==> config.mk <==
export PLATFORM = sky130hd
export DESIGN_NAME = quad_encoder_counter
export DESIGN_NICKNAME = d
export VERILOG_FILES = /design/src/rtl/quad_encoder_counter_pkg.sv /design/src/rtl/quad_encoder_counter_enc_debounce.sv /design/src/rtl/quad_encoder_counter.sv
export SDC_FILE = /design/constraint.sdc
export NUM_CORES = 1
export LEC_CHECK = 0
export CAP_MARGIN = 20
export CORE_MARGIN = 3
export CORE_UTILIZATION = 52
export DETAILED_ROUTE_END_ITERATION = 7
export PLACE_DENSITY = 0.74
export SLEW_MARGIN = 5
export SYNTH_ARGS = -nofsm -noshare
export SYNTH_HDL_FRONTEND = slang
export SYNTH_SLANG_ARGS = --single-unit
==> constraint.sdc <==
create_clock -name CLK -period 3.1 [get_ports CLK]
set_input_delay 0.31 -clock CLK [delete_from_list [all_inputs] [get_ports CLK]]
set_output_delay 0.31 -clock CLK [all_outputs]
set_load 0.01 [all_outputs]
==> src/rtl/quad_encoder_counter_pkg.sv <==
// Shared codes for the quadrature encoder counter: Gray phases, FSM states, direction values
// and the phase-to-phase move classifier.
package quad_encoder_counter_pkg;

   typedef enum logic [1:0] {
      PH_00 = 2'b00,
      PH_01 = 2'b01,
      PH_11 = 2'b11,
      PH_10 = 2'b10
   } phase_t;

   typedef enum logic {
      S_INIT = 1'b0,
      S_RUN  = 1'b1
   } state_t;

   typedef enum logic [1:0] {
      MV_NONE,
      MV_CW,
      MV_CCW,
      MV_ERR
   } move_t;

   localparam logic DIR_CW  = 1'b1;
   localparam logic DIR_CCW = 1'b0;

   // Position of an {A,B} code along the CW cycle 00->01->11->10.
   function automatic logic [1:0] phase_idx(input logic [1:0] ab);
      logic [1:0] idx;
      case (ab)
         PH_00:   idx = 2'd0;
         PH_01:   idx = 2'd1;
         PH_11:   idx = 2'd2;
         default: idx = 2'd3;
      endcase
      return idx;
   endfunction

   function automatic move_t classify(input logic [1:0] prev_ab, input logic [1:0] cur_ab);
      logic [1:0] d;
      move_t      mv;
      d = phase_idx(cur_ab) - phase_idx(prev_ab);
      case (d)
         2'd0:    mv = MV_NONE;
         2'd1:    mv = MV_CW;
         2'd3:    mv = MV_CCW;
         default: mv = MV_ERR;
      endcase
      return mv;
   endfunction

endpackage

==> src/rtl/quad_encoder_counter_enc_debounce.sv <==
// enc_debounce: 2-FF synchroniser, sample-tick divider and stability filter for the {A,B} pair.
// filt_vld pulses once each time a new stable value is accepted.
module enc_debounce #(
   parameter int SAMPLE_DIV = 2500,
   parameter int STABLE_CNT = 4
) (
   input  logic       CLK,
   input  logic       RST,
   input  logic [1:0] raw_ab,
   output logic [1:0] filt_ab,
   output logic       filt_vld
);

   localparam int TW = (SAMPLE_DIV > 2) ? $clog2(SAMPLE_DIV) : 1;
   localparam int SW = $clog2(STABLE_CNT + 1);
   localparam logic [TW-1:0] TICK_LAST = TW'(SAMPLE_DIV - 1);
   localparam logic [SW-1:0] STAB_MAX  = SW'(STABLE_CNT);

   logic [1:0]    sync1, sync2;
   logic [TW-1:0] tick_cnt;
   logic          tick;
   logic [1:0]    samp;
   logic [SW-1:0] stab, stab_nxt;
   logic          same, fire;

   assign tick = (tick_cnt == TICK_LAST);
   assign same = (sync2 == samp);

   always_comb begin
      stab_nxt = SW'(1);
      if (same)
         stab_nxt = (stab == STAB_MAX) ? stab : stab + SW'(1);
   end

   // Fire only on the tick where the run length first reaches the threshold.
   assign fire = tick && (stab_nxt == STAB_MAX) && (!same || stab != STAB_MAX);

   always_ff @(posedge CLK or posedge RST) begin
      if (RST) begin
         sync1    <= 2'b00;
         sync2    <= 2'b00;
         tick_cnt <= '0;
         samp     <= 2'b00;
         stab     <= '0;
         filt_ab  <= 2'b00;
         filt_vld <= 1'b0;
      end else begin
         sync1    <= raw_ab;
         sync2    <= sync1;
         tick_cnt <= tick ? '0 : tick_cnt + TW'(1);
         filt_vld <= fire;
         if (tick) begin
            samp <= sync2;
            stab <= stab_nxt;
         end
         if (fire)
            filt_ab <= sync2;
      end
   end

endmodule

==> src/rtl/quad_encoder_counter.sv <==
// Quadrature encoder up/down position counter with debounced inputs and illegal-jump flag.
// Optional build macro ENC_SATURATE_EN: COUNT saturates at 0 / max instead of wrapping.
module quad_encoder_counter
   import quad_encoder_counter_pkg::*;
#(
   parameter int WIDTH      = 8,
   parameter int SAMPLE_DIV = 2500,
   parameter int STABLE_CNT = 4
) (
   input  logic             CLK,
   input  logic             RST,
   input  logic             ENC_A,
   input  logic             ENC_B,
   input  logic             CLR,
   output logic [WIDTH-1:0] COUNT,
   output logic             DIR,
   output logic             STEP,
   output logic             ERR
);

`ifdef ENC_SATURATE_EN
   localparam bit SATURATE = 1'b1;
`else
   localparam bit SATURATE = 1'b0;
`endif

   localparam logic [WIDTH-1:0] CNT_MAX = '1;

   logic [1:0]       filt_ab;
   logic             filt_vld;
   state_t           state_q, state_d;
   logic [1:0]       prev_q, prev_d;
   logic [WIDTH-1:0] count_q, count_d;
   logic             dir_q, dir_d;
   logic             step_d, err_d;
   move_t            mv;

   enc_debounce #(
      .SAMPLE_DIV (SAMPLE_DIV),
      .STABLE_CNT (STABLE_CNT)
   ) u_deb (
      .CLK      (CLK),
      .RST      (RST),
      .raw_ab   ({ENC_A, ENC_B}),
      .filt_ab  (filt_ab),
      .filt_vld (filt_vld)
   );

   assign mv = classify(prev_q, filt_ab);

   always_comb begin
      state_d = state_q;
      prev_d  = prev_q;
      count_d = count_q;
      dir_d   = dir_q;
      step_d  = 1'b0;
      err_d   = 1'b0;
      case (state_q)
         S_INIT: begin
            if (filt_vld) begin
               prev_d  = filt_ab;
               state_d = S_RUN;
            end
         end
         default: begin
            if (filt_vld) begin
               prev_d = filt_ab;
               case (mv)
                  MV_CW: begin
                     dir_d = DIR_CW;
                     if (!(SATURATE && count_q == CNT_MAX)) begin
                        count_d = count_q + WIDTH'(1);
                        step_d  = 1'b1;
                     end
                  end
                  MV_CCW: begin
                     dir_d = DIR_CCW;
                     if (!(SATURATE && count_q == '0)) begin
                        count_d = count_q - WIDTH'(1);
                        step_d  = 1'b1;
                     end
                  end
                  MV_ERR:  err_d = 1'b1;
                  default: ;
               endcase
            end
         end
      endcase
      // Clear wins over a coincident step; phase tracking and DIR still follow the encoder.
      if (CLR) begin
         count_d = '0;
         step_d  = 1'b0;
      end
   end

   always_ff @(posedge CLK or posedge RST) begin
      if (RST) begin
         state_q <= S_INIT;
         prev_q  <= 2'b00;
         count_q <= '0;
         dir_q   <= DIR_CCW;
         STEP    <= 1'b0;
         ERR     <= 1'b0;
      end else begin
         state_q <= state_d;
         prev_q  <= prev_d;
         count_q <= count_d;
         dir_q   <= dir_d;
         STEP    <= step_d;
         ERR     <= err_d;
      end
   end

   assign COUNT = count_q;
   assign DIR   = dir_q;

endmodule

* After elaboration in Yosys (flattened, before gate mapping)
Cells that the tools add are included.
** Storage, ports and cells
- Bits in writable memories :: 0
- Memories :: 0
- Input port bits :: 5
- Word-level logic and storage cells :: 66
- Output and inout port bits :: 11
- Bits in latches :: 0
- Register bits :: 38
- Memory bits (read-only) :: 0
** Cells by class
- Eq/ne operators :: 14
- Shift operators :: 0
- Multiply operators :: 0
- $add $sub $neg :: 5
- Multiplexer cells :: 20
- Reduce and logical (&&, ||, !) cells :: 14
- Div/mod/pow operators :: 0
- Magnitude comparators :: 0
- Bitwise gates (word level) :: 0
** Operators by type and width (count)
- 8-bit two-way mux :: 3
- 2-bit case mux with 3 select lines :: 3
- 8-bit case mux with 2 select lines :: 1
- 12-bit by 1-bit adder with 12-bit output, second input constant :: 1
- 12-bit == test, second input constant :: 1
- 12-bit two-way mux :: 1
- 2-bit == test, second input constant :: 5
- 1-bit two-way mux :: 9
- 8-bit by 1-bit adder with 8-bit output, second input constant :: 1
- 2-bit by 1-bit == test with 1-bit output, second input constant :: 4
- 8-bit by 1-bit subtractor with 8-bit output, second input constant :: 1
- 3-bit == test, second input constant :: 2
- 2-bit zero test :: 3
- 3-bit two-way mux :: 2
- 3-bit AND reduction :: 2
- 2-bit nonzero test :: 3
- 3-bit by 1-bit adder with 3-bit output, second input constant :: 1
- 3-bit != test, second input constant :: 1
- 3-bit nonzero test :: 1
- 2-bit == test :: 1
- 1-bit logical AND :: 2
- 1-bit case mux with 2 select lines :: 1
- 2-bit OR reduction :: 1
- 2-bit subtractor :: 1
- 2 further kinds :: 2

* Logic depth before layout (Yosys ltp)
- Depth after elaboration :: 11
- Depth in mapped cells :: 14
- Gate-level depth less buffers :: 14

* By module
A second synthesis with hierarchy kept.
** Unflattened totals
- Cell total of the unflattened synthesis :: 205
- Area total of the unflattened synthesis :: 2132.0 um2
** By module, submodules not included
- enc_debounce :: seq. area each 600.6 um2, cells each 92, area an instance 1071.0 um2, times used 1
- quad_encoder_counter :: seq. area each 350.3 um2, cells each 113, area an instance 1061.0 um2, times used 1

* Worst setup path after synthesis
Ideal clock, no wire load.
- Path type :: register to register
- From :: reg u_deb.filt_ab[0]
- To :: reg count_q[7], in the netlist COUNT[7]
- Data arrival time :: 2.800 ns
- Path buffers :: 0
- Cell stages (with the launch flop) :: 14
- Required time :: 2.971 ns
- Clock period less this slack :: 2.929 ns
- Setup time :: 0.129 ns
- Slack :: 0.171 ns
- Cells stage by stage :: dfrtp_1 inv_1 ha_1 ha_1 xor3_1 nand2_2 inv_1 ha_1 a31o_2 a21oi_1 o21ai_0 a31o_2 a311oi_1 a21oi_1
** Between the ends
- Longest elaborated chain between the ends :: 10
- Elaborated cells between the ends (all ways) :: 17
- Those cells by class :: add/sub: 1; eq/ne: 6; mux: 6; reduce/logical: 4
** RTL lines
- from (decl) :: RTL line quad_encoder_counter_enc_debounce.sv:10 : output logic [1:0] filt_ab,
- from (signal assigned) :: RTL line quad_encoder_counter_enc_debounce.sv:57 : filt_ab <= sync2;
- 2-bit == test, or another cell as far along :: RTL line quad_encoder_counter_pkg.sv:30 : case (ab)
- 2-bit case mux with 3 select lines (*) :: RTL line quad_encoder_counter_pkg.sv:30
- 2-bit subtractor (*) :: RTL line quad_encoder_counter_pkg.sv:42 : d = phase_idx(cur_ab) - phase_idx(prev_ab);
- 2-bit == test, or another cell as far along :: RTL line quad_encoder_counter_pkg.sv:43 : case (d)
- 2-bit case mux with 3 select lines (*) :: RTL line quad_encoder_counter_pkg.sv:43
- 2-bit == test / 2-bit by 1-bit == test with 1-bit output (equally long branches) :: RTL line quad_encoder_counter.sv:68 : case (mv)
- 8-bit case mux with 2 select lines :: RTL line quad_encoder_counter.sv:68
- 8-bit two-way mux :: RTL line quad_encoder_counter.sv:66 : if (filt_vld) begin
- 8-bit two-way mux :: RTL line quad_encoder_counter.sv:58 : case (state_q)
- 8-bit two-way mux :: RTL line quad_encoder_counter.sv:90 : if (CLR) begin
- to (signal assigned) :: RTL line quad_encoder_counter.sv:107 : count_q <= count_d;
- to (decl) :: RTL line quad_encoder_counter.sv:33 : logic [WIDTH-1:0] count_q, count_d;
Every way passes the cells marked *; elsewhere a longest branch is shown, timed or not. The select of a mux whose other input is x is not followed.
A chain may end at the register's enable or synchronous reset.

* Worst setup path in the final report
- From :: reg prev_q[0]
- To :: reg count_q[7], in the netlist COUNT[7]
** Between the ends
- Longest elaborated chain between the ends :: 10
- Elaborated cells between the ends (all ways) :: 17
- Those cells by class :: add/sub: 1; eq/ne: 6; mux: 6; reduce/logical: 4
** RTL lines
- from (decl) :: RTL line quad_encoder_counter.sv:32 : logic [1:0] prev_q, prev_d;
- from (signal assigned) :: RTL line quad_encoder_counter.sv:106 : prev_q <= prev_d;
- 2-bit == test, or another cell as far along :: RTL line quad_encoder_counter_pkg.sv:30
- 2-bit case mux with 3 select lines (*) :: RTL line quad_encoder_counter_pkg.sv:30
- 2-bit subtractor (*) :: RTL line quad_encoder_counter_pkg.sv:42
- 2-bit == test, or another cell as far along :: RTL line quad_encoder_counter_pkg.sv:43
- 2-bit case mux with 3 select lines (*) :: RTL line quad_encoder_counter_pkg.sv:43
- 2-bit == test / 2-bit by 1-bit == test with 1-bit output (equally long branches) :: RTL line quad_encoder_counter.sv:68
- 8-bit case mux with 2 select lines :: RTL line quad_encoder_counter.sv:68
- 8-bit two-way mux :: RTL line quad_encoder_counter.sv:66
- 8-bit two-way mux :: RTL line quad_encoder_counter.sv:58
- 8-bit two-way mux :: RTL line quad_encoder_counter.sv:90
Marks and branches as above.

==> results.yml <==
status:
  outcome: "finished, final reports clean"
placement:
  gpl_wtd_cong: 0.918
  placed_area_mm2: 0.00234
  placement.io_buffers: 15
  hpwl_um: 2860
floorplan:
  core_area_mm2: 0.00377
  die_h_um: 69.3
  floorplan.initialDensity_pct: 55.2
  fp.dieArea_mm2: 0.00480
  io-pin-count: 16
  rows: 22
  dieWidth_um: 69.3
hold_path:
  worst_min_path_start: "u_deb.sync1[0]"
  worst_hold_path_class: "flip-flop to flip-flop"
timing:
  max_freq_ghz: 0.346
  min_period_ps: 2890
  worstMarginPinSlew_ps: 790
  finalSetupViolCount: 0
  finalMaxSlewViolations: 0
  grt_setup_unrepaired: "no"
  timing_hold_violations_final: 0
  slew_headroom_pct: 47.3
  fin_setup_tns_ps: 0
  worst_clock_skew_ps: 7.99
  min_period_over_period_pct: 93.2
logic_synthesis:
  synthesized_area_fraction_occupied_by_ao_oa_aoi_and_oai_cells_pct: 11.8
  async_flop_share_pct: 100
  combinational_family_with_the_most_area_after_synthesis: "simple AND/OR/NAND/NOR gates"
  synth_top_flop_cell: "sky130_fd_sc_hd__dfrtp_1"
  yosys-mux-area-fraction_pct: 3.67
  number_of_flops_mapped_to_enable_cells_by_yosys: 0
  post_synth_fa_ha_maj_area_fraction_pct: 7.69
  synthesis.area_per_instance_um2: 10.1
  synth_xor_area_share_pct: 9.38
  synth_fp_nets: 223
  post_synth_inst_count: 206
  yosys.area_share.simple_pct: 18.9
  syn_std_cell_area_mm2: 0.00208
  yosys.cell_types.count: 46
  seq_area_frac_synth_pct: 45.7
  synth.ff_latch_count: 38
  synth-warning-count: 0
pwr:
  power_per_cell_area_mw_per_mm2: 377
  power_switching_share_pct: 20.6
  comb_power_share_pct: 2.2
  p_switching_mw: 0.194
  power_report.internal_total_mw: 0.744
  leakage_nw: 1.13
  clock_power_share_pct: 44.5
  seq_power_share_pct: 53.2
  ir_drop_v: 0.000314
routing:
  dr.first_iter.drc_count: 87
  wl_um: 3950
  route.detailed.wl_per_inst_um: 14.0
  route.detailed.drc: 0
  avgViaCountPerCell: 5.61
  first_pass_iters: 4
  num_vias: 1587
  final_antenna_net_count: 0
clock_network:
  cts_made_buffers: 5
  tritoncts: "yes"
  numClockSinks: 38
  htree_num_levels: 2
  path_clk_slew_ps: 80
  cts-hold-fix-buffers: 0
  clockRootBuffer: "sky130_fd_sc_hd__clkbuf_8"
  worst_skew_pair.late_latency_ps: 290
  clock_tree.buffer_depth: 2
finish:
  leading_cell_types_in_the_layout_fill_and_taps_excluded: "38 x sky130_fd_sc_hd__dfrtp_1, 25 x sky130_fd_sc_hd__nor2_1, 15 x sky130_fd_sc_hd__clkdlybuf4s50_1, 13 x sky130_fd_sc_hd__nand2_1, 12 x sky130_fd_sc_hd__xnor2_1"
  final_cell_area_mm2: 0.00249
  regArea_um2: 951
  final_net_count: 251
  fill_cells: 297
  syn_to_final_growth_pct: 19.6
  antennaDiodeCount: 0
  combined_area_of_the_multi_input_logic_cells_mm2: 0.00109
  mostFrequentLayoutCell: "sky130_fd_sc_hd__dfrtp_1"
  drive_above_1_share_pct: 14.0
critical_path:
  regToRegStartpoint: "prev_q[0]"
  startpoint: "prev_q[0]"
  path_max_fanout: 6
  worst-endpoint-required_ps: 3270
  worst-setup-path-type: "flip-flop to flip-flop"
  timing.critical_path.arrival_ps: 3060
  worst_setup_path_end_kind: "flip-flop"
  timing.critical_path.from_type: "flip-flop"
global_route:
  grt_first_pass_wirelength_um: 7000
  antenna_found_initial: 0
  grt_overflow_total: 0
  first_global_vias: 1538
  grt_max_degree: 23
  grt.total_usage_pct: 17.7
run:
  cap_violations: 0
-- registers in the layout, indices dropped and copies added (netlist names) --
name / cells
u_deb.samp: 2
COUNT: 8
u_deb.sync2: 2
STEP: 1
u_deb.filt_ab: 2
u_deb.stab: 3
DIR: 1
prev_q: 2
ERR: 1
state_q: 1
u_deb.sync1: 2
u_deb.filt_vld: 1
u_deb.tick_cnt: 12
-- cell families after synthesis --
family / Yosys count
buf+inv: 16
flops: 38
xor+xnor: 19
compound gates: 39
mux: 7
simple gates: 74
fa+ha+maj: 13
-- power by group through the flow --
| stage | logic, mW | clock network [mW] | registers, mW |
|---|---|---|---|
| global placement | 0.0212 | 0 | 0.509 |
| global route | 0.0241 | 0.456 | 0.500 |
| finish | 0.0207 | 0.418 | 0.499 |
| floorplan | 0.0108 | 0 | 0.509 |
| CTS | 0.0220 | 0.430 | 0.499 |
| detailed placement | 0.0219 | 0 | 0.509 |
-- routing by layer --
metal	wire (um)	GRT usage [%]	up-vias
met4	42	6.51	0
met5	0	0	-
li1	-	-	776
met1	1950	25.6	763
met3	169	3.62	5
met2	1780	26.1	43
-- Yosys cell counts, types with 2 or more instances --
cell                       count  area share (%)
sky130_fd_sc_hd__o21ai_0      11             2.6
sky130_fd_sc_hd__nor2b_1       2            0.60
sky130_fd_sc_hd__nand3_1       9             2.2
sky130_fd_sc_hd__ha_1         12             7.2
sky130_fd_sc_hd__nand2_1      13             2.3
sky130_fd_sc_hd__mux2_1        2             1.1
sky130_fd_sc_hd__mux2i_1       2            0.96
sky130_fd_sc_hd__mux2_2        3             1.6
sky130_fd_sc_hd__inv_1        12             2.2
sky130_fd_sc_hd__o21a_1        2            0.72
sky130_fd_sc_hd__nand3b_1      2            0.72
sky130_fd_sc_hd__nand4_1       3            0.90
sky130_fd_sc_hd__xor2_1        5             2.1
sky130_fd_sc_hd__dfrtp_1      38              46
sky130_fd_sc_hd__clkbuf_1      4            0.72
sky130_fd_sc_hd__a211oi_1      4             1.4
sky130_fd_sc_hd__and3_1        2            0.60
sky130_fd_sc_hd__nor3b_1       2            0.72
sky130_fd_sc_hd__a21oi_1      11             2.6
sky130_fd_sc_hd__xnor2_1      12             5.0
sky130_fd_sc_hd__nor2_1       25             4.5
sky130_fd_sc_hd__a31o_2        2            0.84
sky130_fd_sc_hd__a311o_1       2            0.96
sky130_fd_sc_hd__nor3_1        4            0.96
-- worst max-delay path: stages, from the launching register on --
cell                       delay [ps]
sky130_fd_sc_hd__dfrtp_1          350
sky130_fd_sc_hd__inv_1             60
sky130_fd_sc_hd__ha_1             190
sky130_fd_sc_hd__nor2_1           180
sky130_fd_sc_hd__xor3_1           500
sky130_fd_sc_hd__nand2_4          130
sky130_fd_sc_hd__inv_2             70
sky130_fd_sc_hd__ha_1             290
sky130_fd_sc_hd__a31o_2           250
sky130_fd_sc_hd__a21oi_1          130
sky130_fd_sc_hd__o21ai_0           90
sky130_fd_sc_hd__a31o_2           240
sky130_fd_sc_hd__a311oi_1         220
sky130_fd_sc_hd__a21oi_1           80
-- through the flow --
step / hold WS [ps] / utilization, % / total power, mW / setup slack (ps) / instances
2_1_floorplan: 331 / - / 0.520 / 171 / 206
4_1_cts: 356 / 65.2 / 0.951 / 5.67 / 282
5_1_grt: 358 / 66.0 / 0.980 / 49.2 / 283
3_3_place_gp: 333 / 62.2 / 0.530 / 138 / 274
3_5_place_dp: 337 / 62.2 / 0.531 / 34.5 / 274
6_report: 354 / 66.0 / 0.938 / 212 / 283
-- final timing paths --
kind	cells after the start	endpoint	slack [ps]
min in group asynchronous	2	u_deb.tick_cnt[3]	470
worst max-delay path	13	COUNT[7]	210
max in group asynchronous	3	COUNT[6]	2000
worst min-delay path	0	u_deb.sync2[0]	350
worst max register to register	13	COUNT[7]	210
worst min register to register	0	u_deb.sync2[0]	350
-- layout make-up --
type | count | share of cell area, %
Timing Repair Buffer | 25 | 9.05
Multi-Input combinational cell | 152 | 44.0
Inverter | 12 | 1.81
Tap cell | 48 | 2.41
Clock inverter | 3 | 1.81
Clock buffer | 5 | 2.76
Sequential cell | 38 | 38.2
-- what timing repair did --
item / in CTS / in global routing
gates resized for setup: 0 / 4
buffers inserted: 0 / 1
setup endpoints to repair: 0 / 3
No activity file was read; power rests on OpenSTA's default activity.
